**src/rtl/memory_sweep_clr.sv**
```systemverilog
// Single-port synchronous RAM with active-low CS/RD/WR access, registered read with a
// valid strobe, write-through on simultaneous RD/WR, and a hardware clear sweep.
module memory_sweep_clr #(
  parameter int                   BIT_DEPTH     = 8,
  parameter int                   ADDRESS_LINES = 7,
  parameter logic [BIT_DEPTH-1:0] CLEAR_VALUE   = '0
) (
  input  logic                     Clk,
  input  logic                     Rst,
  input  logic                     CS,
  input  logic                     RD,
  input  logic                     WR,
  input  logic                     Clr,
  input  logic [ADDRESS_LINES-1:0] Add,
  input  logic [BIT_DEPTH-1:0]     Din,
  output logic [BIT_DEPTH-1:0]     Dout,
  output logic                     Dvalid,
  output logic                     Busy
);

  // state  | meaning
  // CLEAR  | sweeping CLEAR_VALUE into every location, bus ignored
  // IDLE   | serving bus reads/writes, Clr restarts the sweep
  localparam logic [0:0] S_CLEAR = 1'b0;
  localparam logic [0:0] S_IDLE  = 1'b1;

  localparam int DEPTH = 1 << ADDRESS_LINES;

  // One bit wider than the address so the last-location compare is exact.
  localparam logic [ADDRESS_LINES:0] PTR_LAST = {1'b0, {ADDRESS_LINES{1'b1}}};
  localparam logic [ADDRESS_LINES:0] PTR_ONE  = {{ADDRESS_LINES{1'b0}}, 1'b1};

  logic [BIT_DEPTH-1:0]     mem [DEPTH];
  logic [0:0]               state;
  logic [ADDRESS_LINES:0]   ptr;
  logic                     mem_we;
  logic [ADDRESS_LINES-1:0] mem_waddr;
  logic [BIT_DEPTH-1:0]     mem_wdata;
  logic                     bus_access;

  assign bus_access = (state == S_IDLE) && !Clr && !CS;
  assign Busy       = (state == S_CLEAR);

  always_comb begin
    mem_we    = 1'b0;
    mem_waddr = Add;
    mem_wdata = Din;
    if (state == S_CLEAR) begin
      mem_we    = 1'b1;
      mem_waddr = ptr[ADDRESS_LINES-1:0];
      mem_wdata = CLEAR_VALUE;
    end else if (bus_access && !WR) begin
      mem_we = 1'b1;
    end
  end

  // The array has no reset; it is initialised by the sweep.
  always_ff @(posedge Clk) begin
    if (mem_we && !Rst) begin
      mem[mem_waddr] <= mem_wdata;
    end
  end

  always_ff @(posedge Clk or posedge Rst) begin
    if (Rst) begin
      state  <= S_CLEAR;
      ptr    <= '0;
      Dout   <= '0;
      Dvalid <= 1'b0;
    end else begin
      Dvalid <= 1'b0;
      case (state)
        S_CLEAR: begin
          if (ptr == PTR_LAST) begin
            state <= S_IDLE;
            ptr   <= '0;
          end else begin
            ptr <= ptr + PTR_ONE;
          end
        end
        S_IDLE: begin
          if (Clr) begin
            state <= S_CLEAR;
            ptr   <= '0;
          end else if (!CS && !RD) begin
            // Write-through returns the incoming word rather than the stale one.
            Dout   <= !WR ? Din : mem[Add];
            Dvalid <= 1'b1;
          end
        end
        default: begin
          state <= S_CLEAR;
          ptr   <= '0;
        end
      endcase
    end
  end

endmodule

```
**config.mk**
```make
export PLATFORM = sky130hd
export DESIGN_NAME = memory_sweep_clr
export DESIGN_NICKNAME = d
export VERILOG_FILES = /design/src/rtl/memory_sweep_clr.sv
export SDC_FILE = /design/constraint.sdc
export NUM_CORES = 1
export LEC_CHECK = 0
export CAP_MARGIN = 20
export CORE_ASPECT_RATIO = 0.75
export CORE_UTILIZATION = 40
export DETAILED_ROUTE_END_ITERATION = 16
export PLACE_DENSITY = 0.56
export SYNTH_ARGS = -nofsm -noshare
export SYNTH_HDL_FRONTEND = slang
export SYNTH_SLANG_ARGS = --single-unit
```
**constraint.sdc**
```tcl
create_clock -name Clk -period 5.8 [get_ports Clk]
set_input_delay 1.16 -clock Clk [delete_from_list [all_inputs] [get_ports Clk]]
set_output_delay 1.16 -clock Clk [all_outputs]
set_load 0.01 [all_outputs]
```
==> results.toml, run 1 <==
[sta]
setup_viol = 0
fmax_mhz = 250
holdWs_ns = 0.550
slew_headroom_pct = 24.9
hold_viol_final = 0
fin_crit_ns = 4.00
skew_ns = 0.0249
slew_violations = 0
tightest_slew_ns = 1.12
fin_crit_sh_pct = 69.0
final.setup.tns_ns = 0
rsz0062_at_grt = "no"

[critical_path]
critPathKind = "flip-flop to flip-flop"
rrSetupSlack_ns = 1.80
worst_setup_path_start_kind = "flip-flop"
slowest_delay_ns = 0.87
end_kind = "flip-flop"
crit_path_cell_trace = "inv_1 > buf_4 > o21ai_0 > nor2_1 > nand2_2 > nor2_1"
crit_path_frequent_cell = "nor2_1"
critPathLaunch = "state$_DFF_PP0_"
crit_fanout = 25
worstPathRequired_ns = 6.10
rr_startpoint = "state$_DFF_PP0_"
cp_top_family = "simple AND/OR/NAND/NOR gates"
cp.arrival_ns = 4.31
critPathBufInv = 2
slowest_stage = "nor2_1"

[place]
dp_hpwl_um = 70300
place_area_um2 = 43200
place_congestion = 0.915
io_buffers = 30

[routing]
drtPass1Iterations = 7
wl_per_cell_um = 30.3
totalWireLength_um = 110000
drt_iter0_drc = 2849
num_vias = 21000
vias_per_cell = 5.82
drc = 0
postRouteAntennaNets = 0

[synth]
synth_area_leaders = "edfxtp_1 (75%), mux4_2 (9.4%), mux2i_1 (4.1%), nor2_1 (1.5%), dfrtp_1 (1.1%)"
syn_nets = 2090
yosysWarnings = 0
netlist_instances = 2068
netlist_area_um2 = 41000
async_reset_ff_share_pct = 1.73
ys_seq_elements = 1042
yosysTopAreaCell = "edfxtp_1"
synth_mux_area_share_pct = 14.5
yosysSeqAreaShare_pct = 76.1
synthAdderAreaFrac_pct = 0.0305
synth-main-ff-cell = "edfxtp_1"
synth_top_family_by_area = "multiplexers"
synth_xor_xnor_area_share_pct = 0.0427
synth_compound_area_share_pct = 3.74
synthSimpleGateAreaFrac_pct = 3.40
yosys.area.top_type_share_pct = 75.0
ys_types = 57
syn_avg_cell_area_um2 = 19.8
synth_edf_count = 1024

[grt]
grt_pass1_vias = 20900
track_usage_pct = 21.3
overflow = 0
grt_max_degree = 129
grt_pass1_wl_um = 156000
antenna_found_initial = 1

[floorplan]
die_height_um = 279
core.rowCount = 101
io_pins = 31
die_area_um2 = 104000
start_util_pct = 40.4
core_um2 = 101000
die_w_um = 372

[min_path]
hold_start = "ptr[7]$_DFFE_PP0P_"
hold_path_class = "flip-flop to flip-flop"

[power_and_ir_drop]
power_leakage_nw = 15.1
report.power.total_mw = 16.1
power_density_nw_per_um2 = 348
ir_drop_mv = 0.250

[clocking]
htreeDepth = 3
clockBufferDepth = 3
cts_hold_buffers = 0
cts_resized = 0
post_cts_buffers = 0
cts_buffers = 97
path_clk_slew_ns = 0.07
worstSkewPairLatency_ns = 0.69
cts.sinks = 1042
cts_root_buffer = "clkbuf_16"
cts_tree = "yes"

[status]
status = "finished clean"

[layout]
stdcell_area_um2 = 46300
utilization_pct = 45.7
nets = 2215
layout-drive-gt1-share_pct = 19.7
synthToLayoutAreaGrowth_pct = 13.0

[flow_run]
maxCapViolations = 0
-- cell usage after synthesis, drive strengths merged, types with 2 or more instances --
cell type and instances:
and3 2, nand3b 3, a22o 21, clkbuf 31
or4 11, mux2i 168, inv 15, or3 4
nand2 75, o32ai 2, a211o 17, a311o 7
o22ai 68, mux4 186, o31ai 4, dfrtp 18
mux2 3, a22oi 16, edfxtp 1024, a21oi 15
a211oi 17, nand2b 7, buf 80, nor4 11
o221ai 7, nor2b 7, nor2 164, nand3 13
a221oi 2, nor3 14, o21ai 43
-- final timing paths --
check                                       end  cells past startpoint
setup / recovery           mem[43][7]$_DFFE_PP_                      6
hold / removal               ptr[7]$_DFFE_PP0P_                      1
setup reg to reg           mem[43][7]$_DFFE_PP_                      6
hold reg to reg              ptr[7]$_DFFE_PP0P_                      1
max in group asynchronous    ptr[4]$_DFFE_PP0P_                      3
min in group asynchronous       state$_DFF_PP0_                      3
-- stage by stage --
step,instances,worst slack [ns]
floorplan,2068,0.800
detailed placement,3433,1.36
global route,3611,1.53
global placement,3432,1.45
CTS,3611,1.80
finish,3612,1.80
-- state kept, by name, summed over array words and instances (netlist names) --
register / cells
Dout: 8
Dvalid: 1
mem: 1024
ptr: 8
state: 1
-- routing by layer --
layer  track usage (%)  share of wire [%]
met1              32.2                 45
met2              29.1                 42
met3              8.42                 12
met4              3.99                1.5
met5                 0              0.012
-- power breakdown --
group          switching, mW  total (mW)  internal, mW  leakage, nW
Combinational          0.881        1.28         0.399         3.85
Sequential             0.106        8.48          8.37         9.72
Clock                   2.76        6.33          3.57         1.51
-- area by class of cell --
class                   instances  area, um2
fillers                      8514      55000
flip-flops and latches       1042      31200
multi-input cells             900       9010
clock buffers                 126       2600
well taps                    1339       1680
repair buffers                137       1240
clock inverters                52        527
inverters                      15       56.3
diodes                          1       2.50
-- cell families after synthesis --
kind of cell    Yosys count
compound gates          224
xor+xnor                  2
fa+ha+maj                 1
buf+inv                 126
flops                  1042
mux                     357
simple gates            316
-- worst register-to-register path: cells and delay by family (launching register included) --
kind	cells	cell delay [ns]
buf+inv	2	0.83
flops	1	0.67
compound gates	1	0.33
simple gates	3	1.77
-- layout by cell type (no fill, tap or decap), types with 13 or more instances in the layout --
cell,netlist,routed
clkdlybuf4s50_1,0,26
clkinv_2,0,15
a211o_1,17,17
buf_4,16,97
nand3_1,13,13
nand2_1,71,69
mux4_1,14,14
a22o_1,21,21
o22ai_1,68,68
mux2i_1,168,168
edfxtp_1,1024,1024
clkbuf_1,30,24
a211oi_1,17,17
o21ai_0,35,35
inv_1,14,14
clkbuf_16,0,98
a22oi_1,16,16
nor2_1,163,155
mux4_2,172,172
dfrtp_1,18,18
a21oi_1,15,15
nor3_1,13,13
clkinv_1,0,16
Power figures use the tool's default switching activity.
==> inputs of run 2 (changes only) <==
Clock period 5.8 ns to 4.15 ns, I/O delays scaled along.
==> results.toml, run 2 (synthesis results as in run 1) <==
[status]
status = "finished clean"

[routing]
postRouteAntennaNets = 0
num_vias = 21500
drtPass1Iterations = 8
vias_per_cell = 5.77
totalWireLength_um = 108000
drt_iter0_drc = 2615
drc = 0
wl_per_cell_um = 29.0

[floorplan]
die_height_um = 279
core_um2 = 101000
io_pins = 31
die_w_um = 372
core.rowCount = 101
start_util_pct = 40.4
die_area_um2 = 104000

[clocking]
cts_resized = 0
cts_tree = "yes"
cts_root_buffer = "clkbuf_16"
cts.sinks = 1042
post_cts_buffers = 0
cts_hold_buffers = 0
clockBufferDepth = 3
path_clk_slew_ns = 0.07
htreeDepth = 3
worstSkewPairLatency_ns = 0.67
cts_buffers = 100

[layout]
layout-drive-gt1-share_pct = 24.2
largest_register_ffs = 1024
nets = 2328
fill_cells = 8379
reg_top3 = "mem (1024), Dout (8), ptr (8)"
top_register = "mem"
n_antenna_cell = 0
final_cell_mix = "edfxtp_1 (1024), buf_4 (206), mux4_2 (172)"
synthToLayoutAreaGrowth_pct = 16.1
final_common_cell = "edfxtp_1"
utilization_pct = 46.9

[sta]
holdWs_ns = 0.528
tightest_slew_ns = 1.12
hold_viol_final = 0
fin_crit_ns = 3.63
setup_viol = 0
final.setup.tns_ns = 0
skew_ns = 0.0213
fin_crit_sh_pct = 87.5
slew_violations = 0
slew_headroom_pct = 24.3
fmax_mhz = 275
rsz0062_at_grt = "no"

[power_and_ir_drop]
seq_power_share_pct = 50.3
power_switching_mw = 5.31
power_density_nw_per_um2 = 495
p_int_mw = 18.3
pwr-share-clk_pct = 41.8
power_leakage_nw = 15.9
ir_drop_mv = 0.275
p_comb_share_pct = 7.9
swShare_pct = 22.5

[critical_path]
worstPathRequired_ns = 3.32
crit_path_cell_trace = "inv_1 > buf_4 > clkdlybuf4s50_1"
crit_fanout = 16
critPathBufInv = 3
critPathKind = "flip-flop to output port"
end_kind = "output port"
slowest_stage = "clkdlybuf4s50_1"
worst_setup_path_start_kind = "flip-flop"
cp_top_family = "buffers and inverters"
slowest_delay_ns = 0.61
cp.arrival_ns = 2.80

[flow_run]
maxCapViolations = 0

[grt]
antenna_found_initial = 0
grt_pass1_wl_um = 156000
grt_pass1_vias = 21700
track_usage_pct = 21.1
grt_max_degree = 93
overflow = 0

[place]
dp_hpwl_um = 70900
io_buffers = 30
place_congestion = 0.935

[min_path]
hold_path_class = "primary input to asynchronous set/reset pin"
run 2: power by group through the flow:
stage               Combinational, mW  Clock [mW]  Sequential [mW]
CTS                              1.85        10.0             11.8
global placement                 1.82           0             12.1
global route                     1.96        10.4             11.9
finish                           1.86        9.85             11.9
floorplan                        1.03           0             12.0
detailed placement               1.85           0             12.1
run 2: stage by stage:
stage	cells	cell area, um2	setup slack (ns)	power, mW
after floorplan	2068	41000	-0.608	13.0
after global placement	3543	44000	0.306	13.9
after detailed placement	3543	44000	0.273	13.9
after CTS	3730	47600	0.539	23.7
after global routing	3730	47600	0.425	24.2
final	3730	47600	0.517	23.6
run 2: layout make-up:
class,instances,area [um2],share of cell area [%]
flip-flops and latches,1042,31200,65.6
multi-input cells,900,8990,18.9
clock buffers,117,2660,5.59
repair buffers,247,2080,4.38
well taps,1339,1680,3.52
clock inverters,70,916,1.93
inverters,15,56.3,0.118
run 2: worst register-to-register path: stages, from the launching register on:
cell     delay, ns
dfrtp_1       0.60
inv_1         0.50
o21ai_0       0.54
nor2_4        0.29
nand2_2       0.44
nor2_1        0.84
run 2: worst paths after layout:
path / startpoint / to / slack (ns) / depth (start not counted)
max: state$_DFF_PP0_ / Busy / 0.52 / 3
min: Rst / Dout[2]$_DFFE_PP0P_ / 0.53 / 3
max reg2reg: state$_DFF_PP0_ / mem[118][1]$_DFFE_PP_ / 0.55 / 5
min reg2reg: ptr[7]$_DFFE_PP0P_ / ptr[7]$_DFFE_PP0P_ / 0.53 / 1
max in group asynchronous: Rst / ptr[4]$_DFFE_PP0P_ / 3.38 / 3
min in group Clk: ptr[7]$_DFFE_PP0P_ / ptr[7]$_DFFE_PP0P_ / 0.53 / 1
run 2: per-layer routing:
metal	global-route usage, %	wire (um)	up-vias
met4	4.90	2350	0
met3	5.25	10300	162
met2	29.9	46400	1009
li1	-	-	8989
met1	32.4	49300	11400
met5	0	0	-
